--- config.mk ---
export PLATFORM = sky130hd
export DESIGN_NAME = instr_fetch_unit_flat
export DESIGN_NICKNAME = d
export VERILOG_FILES = /design/src/rtl/instr_fetch_unit_if.sv /design/src/rtl/instr_fetch_unit.sv /design/src/flat_wrapper.sv
export SDC_FILE = /design/constraint.sdc
export NUM_CORES = 1
export LEC_CHECK = 0
export BUFFER_PORTS_ARGS = -buffer_cell sky130_fd_sc_hd__clkbuf_2
export CAP_MARGIN = 20
export CELL_PAD_IN_SITES_DETAIL_PLACEMENT = 0
export CELL_PAD_IN_SITES_GLOBAL_PLACEMENT = 1
export CORE_MARGIN = 10
export CORE_UTILIZATION = 46
export DETAILED_ROUTE_END_ITERATION = 16
export PLACE_DENSITY = 0.9
export RECOVER_POWER = 25
export SLEW_MARGIN = 10
export SYNTH_ARGS = -nofsm -noshare
export SYNTH_HDL_FRONTEND = slang
export SYNTH_SLANG_ARGS = --single-unit
--- constraint.sdc ---
create_clock -name clock -period 10.45 [get_ports clock]
set_clock_uncertainty 0.1 [all_clocks]
set_input_delay 1.5675 -clock clock [delete_from_list [all_inputs] [get_ports clock]]
set_output_delay 1.5675 -clock clock [all_outputs]
set_load 0.1 [all_outputs]
--- src/rtl/instr_fetch_unit_if.sv ---
// Bus bundle between the instruction fetch unit, the instruction BRAM,
// the branch redirect source and the decode stage.
// master: the fetch unit side; slave: the environment side.
interface instr_fetch_unit_if #(
    parameter int ADDR_BITS  = 9,
    parameter int DATA_WIDTH = 32
);
    logic                  mem_en;
    logic                  mem_we;
    logic [ADDR_BITS-1:0]  mem_addr;
    logic [DATA_WIDTH-1:0] mem_wdata;
    logic [DATA_WIDTH-1:0] mem_rdata;
    logic                  branch_valid;
    logic [ADDR_BITS-1:0]  branch_target;
    logic                  instr_valid;
    logic                  instr_ready;
    logic [DATA_WIDTH-1:0] instr_data;
    logic [ADDR_BITS-1:0]  instr_pc;

    modport master (
        output mem_en, mem_we, mem_addr, mem_wdata,
        input  mem_rdata,
        input  branch_valid, branch_target,
        output instr_valid, instr_data, instr_pc,
        input  instr_ready
    );

    modport slave (
        input  mem_en, mem_we, mem_addr, mem_wdata,
        output mem_rdata,
        output branch_valid, branch_target,
        input  instr_valid, instr_data, instr_pc,
        output instr_ready
    );
endinterface

--- src/rtl/instr_fetch_unit.sv ---
// Instruction fetch stage: issues word reads to a BRAM with a 1-cycle
// registered read latency, buffers returned words in a small prefetch
// queue and presents {pc, instruction} to decode over valid/ready.
// A branch redirect flushes the queue and drops any read in flight.
// Optional build macro FETCH_STATS_EN adds saturating fetch/flush counters.
// QDEPTH must be 2 or 4 (power of two so queue pointers wrap naturally).
module instr_fetch_unit #(
    parameter int ADDR_BITS  = 9,
    parameter int DATA_WIDTH = 32,
    parameter int RESET_PC   = 0,
    parameter int QDEPTH     = 2
) (
    input  logic                  clock,
    input  logic                  reset,
    instr_fetch_unit_if.master    bus
`ifdef FETCH_STATS_EN
    ,
    output logic [31:0]           fetch_count,
    output logic [15:0]           flush_count
`endif
);
    localparam int PW = $clog2(QDEPTH);
    localparam int CW = $clog2(QDEPTH + 1);
    localparam logic [ADDR_BITS-1:0] RESET_ADDR = ADDR_BITS'(RESET_PC);

    logic [ADDR_BITS-1:0]  pc;
    logic [ADDR_BITS-1:0]  pending_pc;
    logic [ADDR_BITS-1:0]  last_addr;
    logic [ADDR_BITS-1:0]  issue_addr;
    logic                  pending;
    logic [DATA_WIDTH-1:0] q_data [QDEPTH];
    logic [ADDR_BITS-1:0]  q_pc   [QDEPTH];
    logic [PW-1:0]         rd_ptr;
    logic [PW-1:0]         wr_ptr;
    logic [CW-1:0]         count;
    logic                  head_taken;
    logic                  pop;
    logic                  push;
    logic                  issue;
    logic [CW:0]           occupancy;

    // Issue decision: a redirect always issues; otherwise only while the
    // words already owed (queued + in flight - leaving) leave a free slot.
    always_comb begin
        head_taken = bus.instr_valid && bus.instr_ready;
        pop        = head_taken && !bus.branch_valid;
        push       = pending && !bus.branch_valid;
        occupancy  = {1'b0, count} + (CW+1)'(pending) - (CW+1)'(head_taken);
        issue      = !reset && (bus.branch_valid || (int'(occupancy) < QDEPTH));
        issue_addr = bus.branch_valid ? bus.branch_target : pc;
    end

    assign bus.mem_en      = issue;
    assign bus.mem_addr    = issue ? issue_addr : last_addr;
    assign bus.mem_we      = 1'b0;
    assign bus.mem_wdata   = '0;
    assign bus.instr_valid = (count != '0);
    assign bus.instr_data  = q_data[rd_ptr];
    assign bus.instr_pc    = q_pc[rd_ptr];

    // Fetch pointer, in-flight read tracking and queue bookkeeping.
    always_ff @(posedge clock) begin
        if (reset) begin
            pc         <= RESET_ADDR;
            pending    <= 1'b0;
            pending_pc <= '0;
            last_addr  <= '0;
            rd_ptr     <= '0;
            wr_ptr     <= '0;
            count      <= '0;
        end else begin
            if (issue) begin
                pc        <= issue_addr + 1'b1;
                last_addr <= issue_addr;
            end
            pending    <= issue;
            pending_pc <= issue_addr;
            if (bus.branch_valid) begin
                rd_ptr <= '0;
                wr_ptr <= '0;
                count  <= '0;
            end else begin
                if (push) wr_ptr <= wr_ptr + 1'b1;
                if (pop)  rd_ptr <= rd_ptr + 1'b1;
                count <= count + CW'(push) - CW'(pop);
            end
        end
    end

    // Queue storage; cleared on reset so the head reads as zero.
    always_ff @(posedge clock) begin
        if (reset) begin
            for (int i = 0; i < QDEPTH; i++) begin
                q_data[i] <= '0;
                q_pc[i]   <= '0;
            end
        end else if (push) begin
            q_data[wr_ptr] <= bus.mem_rdata;
            q_pc[wr_ptr]   <= pending_pc;
        end
    end

`ifdef FETCH_STATS_EN
    // Saturating counts of delivered instructions and redirects.
    always_ff @(posedge clock) begin
        if (reset) begin
            fetch_count <= '0;
            flush_count <= '0;
        end else begin
            if (pop && (fetch_count != '1))
                fetch_count <= fetch_count + 1'b1;
            if (bus.branch_valid && (flush_count != '1))
                flush_count <= flush_count + 1'b1;
        end
    end
`endif

endmodule

--- src/flat_wrapper.sv ---
// flat-port wrapper written by rule: the top's interface ports become plain ports
module instr_fetch_unit_flat 
#(
    parameter int ADDR_BITS  = 9,
    parameter int DATA_WIDTH = 32,
    parameter int RESET_PC   = 0,
    parameter int QDEPTH     = 2
)
  (clock, reset, bus_mem_en, bus_mem_we, bus_mem_addr, bus_mem_wdata, bus_mem_rdata, bus_branch_valid, bus_branch_target, bus_instr_valid, bus_instr_data, bus_instr_pc, bus_instr_ready);
  instr_fetch_unit_if #(.ADDR_BITS(ADDR_BITS), .DATA_WIDTH(DATA_WIDTH)) bus_i ();
  input  logic clock;
  input  logic reset;
  output wire logic [$bits(bus_i.mem_en)-1:0] bus_mem_en;
  output wire logic [$bits(bus_i.mem_we)-1:0] bus_mem_we;
  output wire logic [$bits(bus_i.mem_addr)-1:0] bus_mem_addr;
  output wire logic [$bits(bus_i.mem_wdata)-1:0] bus_mem_wdata;
  input wire logic [$bits(bus_i.mem_rdata)-1:0] bus_mem_rdata;
  input wire logic [$bits(bus_i.branch_valid)-1:0] bus_branch_valid;
  input wire logic [$bits(bus_i.branch_target)-1:0] bus_branch_target;
  output wire logic [$bits(bus_i.instr_valid)-1:0] bus_instr_valid;
  output wire logic [$bits(bus_i.instr_data)-1:0] bus_instr_data;
  output wire logic [$bits(bus_i.instr_pc)-1:0] bus_instr_pc;
  input wire logic [$bits(bus_i.instr_ready)-1:0] bus_instr_ready;
  assign bus_mem_en = bus_i.mem_en;
  assign bus_mem_we = bus_i.mem_we;
  assign bus_mem_addr = bus_i.mem_addr;
  assign bus_mem_wdata = bus_i.mem_wdata;
  assign bus_i.mem_rdata = bus_mem_rdata;
  assign bus_i.branch_valid = bus_branch_valid;
  assign bus_i.branch_target = bus_branch_target;
  assign bus_instr_valid = bus_i.instr_valid;
  assign bus_instr_data = bus_i.instr_data;
  assign bus_instr_pc = bus_i.instr_pc;
  assign bus_i.instr_ready = bus_instr_ready;
  instr_fetch_unit #(.ADDR_BITS(ADDR_BITS), .DATA_WIDTH(DATA_WIDTH), .RESET_PC(RESET_PC), .QDEPTH(QDEPTH)) u_core (.clock(clock), .reset(reset), .bus(bus_i));
endmodule
=== Word level (Yosys, flattened, before mapping) ===
Memories as Yosys holds them, arrays and structs flattened. A register that Yosys moved wholly into a read port is not among the register bits.
Cells that the tools add are included.

* Register bits after elaboration: 32
* Bits in writable memories: 82
* Bits of input ports: 45
* Output and inout port bits: 85
* Logic and storage cells: 45
* Memories: 2

* Add/sub/neg operators: 7
* Order comparisons: 1
* Muxes and demuxes: 17
* Reduce and logical (&&, ||, !) cells: 11

{| class="wikitable"
|+ Memories
! name !! words !! width !! rd ports !! clocked after Yosys merged registers in !! write ports !! line !! source
|-
| u_core.q_data || 2 || 32 || 1 || 1 || 2 || instr_fetch_unit.sv:31 || <nowiki>logic [DATA_WIDTH-1:0] q_data [QDEPTH];</nowiki>
|-
| u_core.q_pc || 2 || 9 || 1 || 1 || 2 || instr_fetch_unit.sv:32 || <nowiki>logic [ADDR_BITS-1:0] q_pc [QDEPTH];</nowiki>
|}

{| class="wikitable"
|+ Operators by type and width
! kind !! count
|-
| 32-bit 2-to-1 mux || 1
|-
| 32-bit OR reduction || 1
|-
| 9-bit 2-to-1 mux || 3
|-
| 1-bit 2-to-1 mux || 13
|-
| 9-bit by 1-bit adder with 9-bit output (second input constant) || 1
|-
| 9-bit OR reduction || 1
|-
| 1-bit logical AND || 4
|-
| 2-bit by 1-bit adder with 3-bit output || 1
|-
| 3-bit by 2-bit < comparator with 1-bit output (second input constant) || 1
|-
| 3-bit by 1-bit subtractor with 3-bit output || 1
|-
| 1-bit adder (second input constant) || 2
|-
| 2-bit by 1-bit adder with 2-bit output || 1
|-
| 1-bit logical NOT || 2
|-
| 2-bit nonzero test || 1
|-
| 2-bit OR reduction || 1
|-
| 2-bit by 1-bit subtractor with 2-bit output || 1
|-
| 1-bit logical OR || 1
|}

=== Logic depth before layout (Yosys ltp) ===
Gate-level depths: netlist (run 1).

* Depth in word-level cells: 7
* Mapped depth: 13

=== Worst setup path after synthesis (run 1) ===
OpenSTA, ideal clock, no wires.

* Path type: input to output
* Start: input bus_instr_ready
* End: output bus_mem_addr[0]
* Arrival: 4851 ps
* Slack: 3931 ps
* Stages on the path: 10
* Buffers on the path: 1
* Path through: nand2_1 -> inv_1 -> ha_1 -> nor2_1 -> fa_1 -> xnor2_2 -> nor2_4 -> o21ba_2 -> buf_2 -> a21oi_1

* Word-level cells in the longest chain between the ends: 6

{| class="wikitable"
|+ RTL lines
! item !! line !! source
|-
| from (decl) || flat_wrapper.sv:23 || <nowiki>input wire logic [$bits(bus_i.instr_ready)-1:0] bus_instr_ready;</nowiki>
|-
| 1-bit logical AND || instr_fetch_unit.sv:45 || <nowiki>head_taken = bus.instr_valid && bus.instr_ready;</nowiki>
|-
| 3-bit by 1-bit subtractor with 3-bit output || instr_fetch_unit.sv:48 || <nowiki>occupancy = {1'b0, count} + (CW+1)'(pending) - (CW+1)'(head_taken);</nowiki>
|-
| 3-bit by 2-bit < comparator with 1-bit output || instr_fetch_unit.sv:49 || <nowiki>issue = !reset && (bus.branch_valid || (int'(occupancy) < QDEPTH));</nowiki>
|-
| 1-bit logical OR || instr_fetch_unit.sv:49 ||
|-
| 1-bit logical AND || instr_fetch_unit.sv:49 ||
|-
| named net bus_mem_en || flat_wrapper.sv:13 || <nowiki>output wire logic [$bits(bus_i.mem_en)-1:0] bus_mem_en;</nowiki>
|-
| 9-bit 2-to-1 mux || instr_fetch_unit.sv:54 || <nowiki>assign bus.mem_addr = issue ? issue_addr : last_addr;</nowiki>
|-
| to (decl) || flat_wrapper.sv:15 || <nowiki>output wire logic [$bits(bus_i.mem_addr)-1:0] bus_mem_addr;</nowiki>
|}

The timed path passes the listed nets, and every way through them passes these cells.

=== Worst setup path after layout (run 1) ===
* Start: input bus_instr_ready
* End: output bus_mem_addr[7]

* Word-level cells in the longest chain between the ends: 6

{| class="wikitable"
|+ RTL lines
! item !! line
|-
| 1-bit logical AND || instr_fetch_unit.sv:45
|-
| 3-bit by 1-bit subtractor with 3-bit output || instr_fetch_unit.sv:48
|-
| 3-bit by 2-bit < comparator with 1-bit output || instr_fetch_unit.sv:49
|-
| 1-bit logical OR || instr_fetch_unit.sv:49
|-
| 1-bit logical AND || instr_fetch_unit.sv:49
|-
| 9-bit 2-to-1 mux || instr_fetch_unit.sv:54
|}

No other way between the ends.

==> results of run 1 <==
where the power goes:
part	total, mW	internal, mW	leakage (nW)	switching (mW)
clock network	0.565	0.371	0.293	0.195
registers	0.530	0.518	1.13	0.0117
logic	0.287	0.0478	1.35	0.239
Yosys cell counts, types with 7 or more instances:
cell type,n
xnor2_1,7
buf_4,34
edfxtp_1,82
mux2i_1,10
mux2_2,42
dfxtp_1,33
nor3_1,7
a21oi_1,13
nor2_1,24
nand2_1,11
and2_1,82
inv_1,9
clkbuf_1,17
registers in the layout, summed over array words and instances, names as in the netlist, named ones only:
signal             count
u_core.q_data         64
u_core.count           2
u_core.pending         1
u_core.wr_ptr          1
u_core.pending_pc      9
u_core.last_addr       9
u_core.rd_ptr          1
u_core.pc              9
u_core.q_pc           18
critical path: stages:
cell and delay (ns):
clkbuf_2 0.08, nand2_1 0.10, inv_1 0.06, ha_1 0.27, nor2_1 0.14, fa_1 0.52, nor2_4 0.27, o21ba_2 0.55
nor2_1 0.13, a21oi_1 0.14, clkbuf_2 0.48
metal layers:
layer	GRT usage (%)	vias up	share of wire, %
li1	-	1636	-
met1	16.1	1598	43
met2	22.8	99	50
met3	5.26	7	6.1
met4	5.62	0	0.78
met5	0	-	0
cells by family after synthesis:
family / after synthesis / synth area share [%]
AND/OR/NAND/NOR: 147 / 15.9
flip-flops: 115 / 57.5
buffers and inverters: 66 / 7.14
multiplexers: 53 / 10.8
AO/OA/AOI/OAI: 36 / 5.13
XOR/XNOR: 13 / 2.23
adder cells (fa/ha/maj): 5 / 1.29
other: 1 / 0.0690
through the flow:
step / cell area, um2 / utilization (%)
after floorplan: 5550 / -
after global placement: 5910 / 51.3
after detailed placement: 5910 / 51.3
after CTS: 6500 / 56.5
after global routing: 6480 / 56.3
final: 6480 / 56.3
final timing paths:
check / from / end / slack, ns / depth (start not counted)
setup / recovery: bus_instr_ready / bus_mem_addr[7] / 4.44 / 11
hold / removal: u_core.pc[7] / u_core.pc[7] / 0.39 / 1
setup reg to reg: u_core.pending / u_core.q_data[1][22] / 7.04 / 4
hold reg to reg: u_core.pc[7] / u_core.pc[7] / 0.39 / 1
area by class of cell:
class                           count  area, um2
Clock buffer                       26        564
Clock inverter                      6       35.0
Fill cell                         995       5040
Inverter                            9       33.8
Multi-Input combinational cell    287       2050
Sequential cell                   115       3120
Tap cell                          143        179
Timing Repair Buffer               99        493
==> reports/results.txt, run 1 <==
Final HPWL DP: 7630 um
total leakage power: 2.78 nW
routed length per instance: 16.6 um
clk buf depth: 2
clock latency of the later-clocked register in the worst-skew pair: 0.41 ns
Crit Path Max Fanout: 30
cell type with the largest total area after synthesis: edfxtp_1
CTS Hold Bufs: 0
Max Clk Rate: 0.166 GHz
final hold violation count: 0
Post-Synthesis Cell Area: 5430 um2
DIE HEIGHT: 129 um
element type at the critical path start: primary input
Detail Route Antenna Nets: 0
worst hold slack: 0.391 ns
max-cap violation count: 3
share of final-layout standard cells stronger than drive strength 1: 33.0%
TritonCTS clock tree: done
violated checks: capacitance limit, slew limit
Syn. warnings: 0
number of diodes: 0
clock root buffer: clkbuf_16
die outline width: 129 um
Hold Path Class: flip-flop to flip-flop
required time of the critical path: 8.78 ns
number of I/O pins: 130
unique cell type count in the Yosys netlist: 47
worst-case setup margin in the final layout: 4.44 ns
count of instances resized after the clock tree is built: 0
number of global-route vias before repair: 3494
VDD IR-drop max: 0.000150 V
status: finished with violations
synthesized flop and latch total: 115
sink count of the clock tree: 115
initial core utilization: 47.2%
maximum number of pins on one net before global-route repair: 43
most used cells in the layout excluding fill and tap cells: clkbuf_2, edfxtp_1, and2_1
total detailed-routing wirelength: 11400 um
Main synth FF type: edfxtp_1
post-route setup TNS: 0 ns
total setup buffers inserted after CTS: 0
type of the setup path with the least slack: primary input to output pin
mean post-synth cell area: 12.5 um2
power density over the cells: 213 nW/um2
Final Critical Period: 6.01 ns
period utilization: 57.5%
arrival time of data at the critical path endpoint: 4.34 ns
Max H-tree Level: 4
layout overhead on the synthesized area: 19.2%
Placement Setup Slack: 4.43 ns
number of standard-cell rows in the floorplan: 39
setup repair after global routing missed its margin: no
ranking of synthesized cells by area: edfxtp_1, dfxtp_1, and2_1
initial antenna violation count: 0
headroom to the max-slew limit: -19.4%
Placed Cells: 653
area share of the largest cell type after synthesis: 45.3%
most common cell after layout, fill and taps aside: clkbuf_2
clock transition at the register clock pins on the worst setup and hold paths after CTS: 0.05 ns
cell count after synthesis: 436
drt drc: 0
number of violations reported at the end of detailed-routing iteration 0: 167
count of flip-flops with a built-in enable after synthesis: 82
Core Box Area: 11500 um2
non-filler instance count after layout: 685
First-pass DRT Iterations: 4
post-synthesis sequential area ratio: 57.5%
first-pass GRT wire length: 17800 um
TritonCTS Buffers: 17
Final Total Pwr: 1.38 mW
Worst Max-Slew Pin Slew: 1.79 ns
count of input and output buffers: 96
area of the die: 16600 um2
RD Place Congestion: 0.826
fraction of registers with async set/reset: 0%
overall fraction of global-route tracks in use: 13.9%
number of pins with negative max-slew slack in the final report: 125
count of final setup violators: 0
average vias per placed instance: 4.88
GRT overflow: 0
Total Nets Final: 579
kind of end point of the critical path: output pin
detailed-route via count: 3340
(Power assumes the default switching activity.)
==> run 2: changes to the inputs <==
- CORE_UTILIZATION: 46 -> 38
- PLACE_DENSITY: 0.9 -> 0.8
- clock period: 10.45 -> 5.1 ns (I/O delays scaled with it)
==> run 2 against run 1 <==
The run still ends with capacitance limit, slew limit left. Clock-buffer cell count down 8. Setup slack worse by 3.8 ns. Via count up 3.0%. Die area up 18%. Cell count up 5.8%. Wire length up 3.5%. Register-to-register slack worse by 5.4 ns. Sequential share of layout area down 0.75 points. Utilization down 9.0 points. Critical endpoint is now bus_mem_addr[2]. Largest cell class unchanged.
==> reports/results.txt, run 2 (same netlist as run 1, synthesis figures left out) <==
Regs by FF count: u_core.q_data: 64 flops, u_core.q_pc: 18 flops
type of the setup path with the least slack: flip-flop to output pin
master of the slowest instance on the critical path: fa_1
count of input and output buffers: 96 (unchanged)
RD Place Congestion: 0.774 (-6.4%)
destination of the critical timing path: bus_mem_addr[2]
most used cells in the layout excluding fill and tap cells: clkbuf_2, edfxtp_1, and2_1
total detailed-routing wirelength: 11800 um (+3.5%)
most common cell after layout, fill and taps aside: clkbuf_2
clk buf depth: 2 (unchanged)
period utilization: 87.1%
non-filler instance count after layout: 725 (+5.8%)
max-cap violation count: 2 (-1)
count of instances resized after the clock tree is built: 0 (unchanged)
Placed Cells: 694 (+6.3%)
Detail Route Antenna Nets: 0 (unchanged)
Max Clk Rate: 0.225 GHz
clock latency of the later-clocked register in the worst-skew pair: 0.41 ns (about the same)
clock transition at the register clock pins on the worst setup and hold paths after CTS: 0.05 ns (about the same)
stages on the worst setup path: 13 (+2)
number of diodes: 0 (unchanged)
die outline width: 140 um (+8.5%)
drt drc: 0 (unchanged)
depth of the most critical reg-to-reg path: 4 (unchanged)
CP bufs+invs: 4 (+1)
number of I/O pins: 130 (unchanged)
sink count of the clock tree: 115 (unchanged)
number of violations reported at the end of detailed-routing iteration 0: 121 (-28%)
number of global-route vias before repair: 3745 (+7.2%)
Crit Path Max Fanout: 20 (-33%)
Final Critical Period: 4.44 ns
setup repair after global routing missed its margin: no
Worst Max-Slew Pin Slew: 1.67 ns (-0.123 ns)
clock root buffer: clkbuf_16
headroom to the max-slew limit: -11.2% (+8.2 points)
area of the die: 19500 um2 (+18%)
arrival time of data at the critical path endpoint: 3.58 ns (-0.76 ns)
post-route setup TNS: 0 ns (unchanged)
element type at the critical path start: flip-flop
maximum number of pins on one net before global-route repair: 43 (unchanged)
beginning of the critical path: u_core.count[1]
power density over the cells: 444 nW/um2 (+110%)
share of final-layout standard cells stronger than drive strength 1: 33.2% (+0.19 points)
VDD IR-drop max: 0.000230 V (+54%)
layout overhead on the synthesized area: 21.1%
Core Box Area: 13900 um2 (+21%)
Biggest register: u_core.q_data
Hold Path Class: flip-flop to flip-flop
flop-to-flop setup slack: 1.60 ns (-5.44 ns)
number of fill cells in the layout: 1322 (+33%)
DIE HEIGHT: 140 um (+8.5%)
first-pass GRT wire length: 19200 um (+7.7%)
total leakage power: 2.80 nW (+0.85%)
total setup buffers inserted after CTS: 0 (unchanged)
number of standard-cell rows in the floorplan: 43 (+10%)
detailed-route via count: 3439 (+3.0%)
TritonCTS clock tree: done
final hold violation count: 0 (unchanged)
number of pins with negative max-slew slack in the final report: 85 (-32%)
violated checks: capacitance limit, slew limit
flip-flop count of the largest register, all copies and words added: 64 (unchanged)
status: finished with violations
overall fraction of global-route tracks in use: 12.3% (-1.6 points)
routed length per instance: 16.3 um (-2.2%)
Max H-tree Level: 4 (unchanged)
average vias per placed instance: 4.74 (-2.7%)
initial antenna violation count: 0 (unchanged)
required time of the critical path: 4.24 ns (-4.54 ns)
terminus of the critical flop-to-flop path: u_core.q_data[1][9]
GRT overflow: 0 (unchanged)
Worst path top cell family by delay: buffers and inverters
kind of end point of the critical path: output pin
Final HPWL DP: 7930 um (+4.0%)
worst-path cell chain: inv_1, nand2_1, nand2_1, inv_1, ha_1, nor2_1, fa_1, nor2_4, o21ba_2, buf_4, nor2_1, a21oi_1, clkbuf_2
initial core utilization: 39.0% (-8.2 points)
count of final setup violators: 0 (unchanged)
Total Nets Final: 583 (+0.69%)
First-pass DRT Iterations: 4 (unchanged)
CTS Hold Bufs: 0 (unchanged)
worst flop-to-flop path startpoint: u_core.pending
peak per-stage delay on the critical path: 0.51 ns (-0.04 ns)
TritonCTS Buffers: 17 (unchanged)
-- run 2: cell count changes in the layout (fill, tap and decap cells not counted), moves of 2 or more --
cell,change
clkinv_2,-2
clkbuf_8,-2
buf_4,+2
clkbuf_16,-4
and2_1,-6
and2_0,+6
clkinv_1,+4
bufinv_16,+5
-- run 2: worst reg2reg max path: stages (launching register included) --
cell and delay, ns:
dfxtp_1 0.36, nand2b_1 0.20, nor3b_4 0.21, clkbuf_1 1.22, or2_2 1.02
-- run 2: final cells by class --
| cell class | count | area, um2 | share of cell area, % |
|---|---|---|---|
| Clock buffer | 18 | 429 | 6.52 |
| Timing Repair Buffer | 103 | 517 | 7.85 |
| Clock inverter | 13 | 190 | 2.89 |
| Inverter | 9 | 33.8 | 0.513 |
| Multi-Input combinational cell | 287 | 2060 | 31.3 |
| Sequential cell | 115 | 3120 | 47.5 |
| Tap cell | 180 | 225 | 3.42 |
-- run 2: how the worst min path moves through the flow --
stage                          from           endpoint  depth (start not counted)
2_1_floorplan          u_core.pc[4]       u_core.pc[4]                          1
3_3_place_gp           u_core.pc[4]       u_core.pc[4]                          1
3_5_place_dp           u_core.pc[7]       u_core.pc[7]                          1
4_1_cts                u_core.pc[7]       u_core.pc[7]                          1
5_1_grt        u_core.pending_pc[8]  u_core.q_pc[1][8]                          1
6_report               u_core.pc[7]       u_core.pc[7]                          1
-- run 2: report_power, final --
| part | internal [mW] | switching (mW) |
|---|---|---|
| clock network | 0.853 | 0.392 |
| registers | 1.06 | 0.0238 |
| logic | 0.0998 | 0.492 |
| total | 2.01 | 0.907 |
-- run 2: routing by layer --
metal  part of all wire (%)  vias to the layer above  track usage (%)
met2                     49                      110             19.8
met1                     44                     1665             14.5
li1                       -                     1650                -
met5                      0                        -                0
met3                    6.2                       14             4.25
met4                    1.5                        0             5.33
-- run 2: through the flow --
stage	total power [mW]	utilization, %	hold slack (ns)	worst slack, ns	area, um2
after detailed placement	1.70	42.9	0.404	0.787	5980
after global placement	1.69	42.9	0.367	0.860	5980
after floorplan	1.62	-	0.350	-0.306	5550
final	2.92	47.2	0.410	0.658	6580
after global routing	3.03	47.2	0.442	0.387	6580
after CTS	2.95	47.4	0.421	0.623	6600
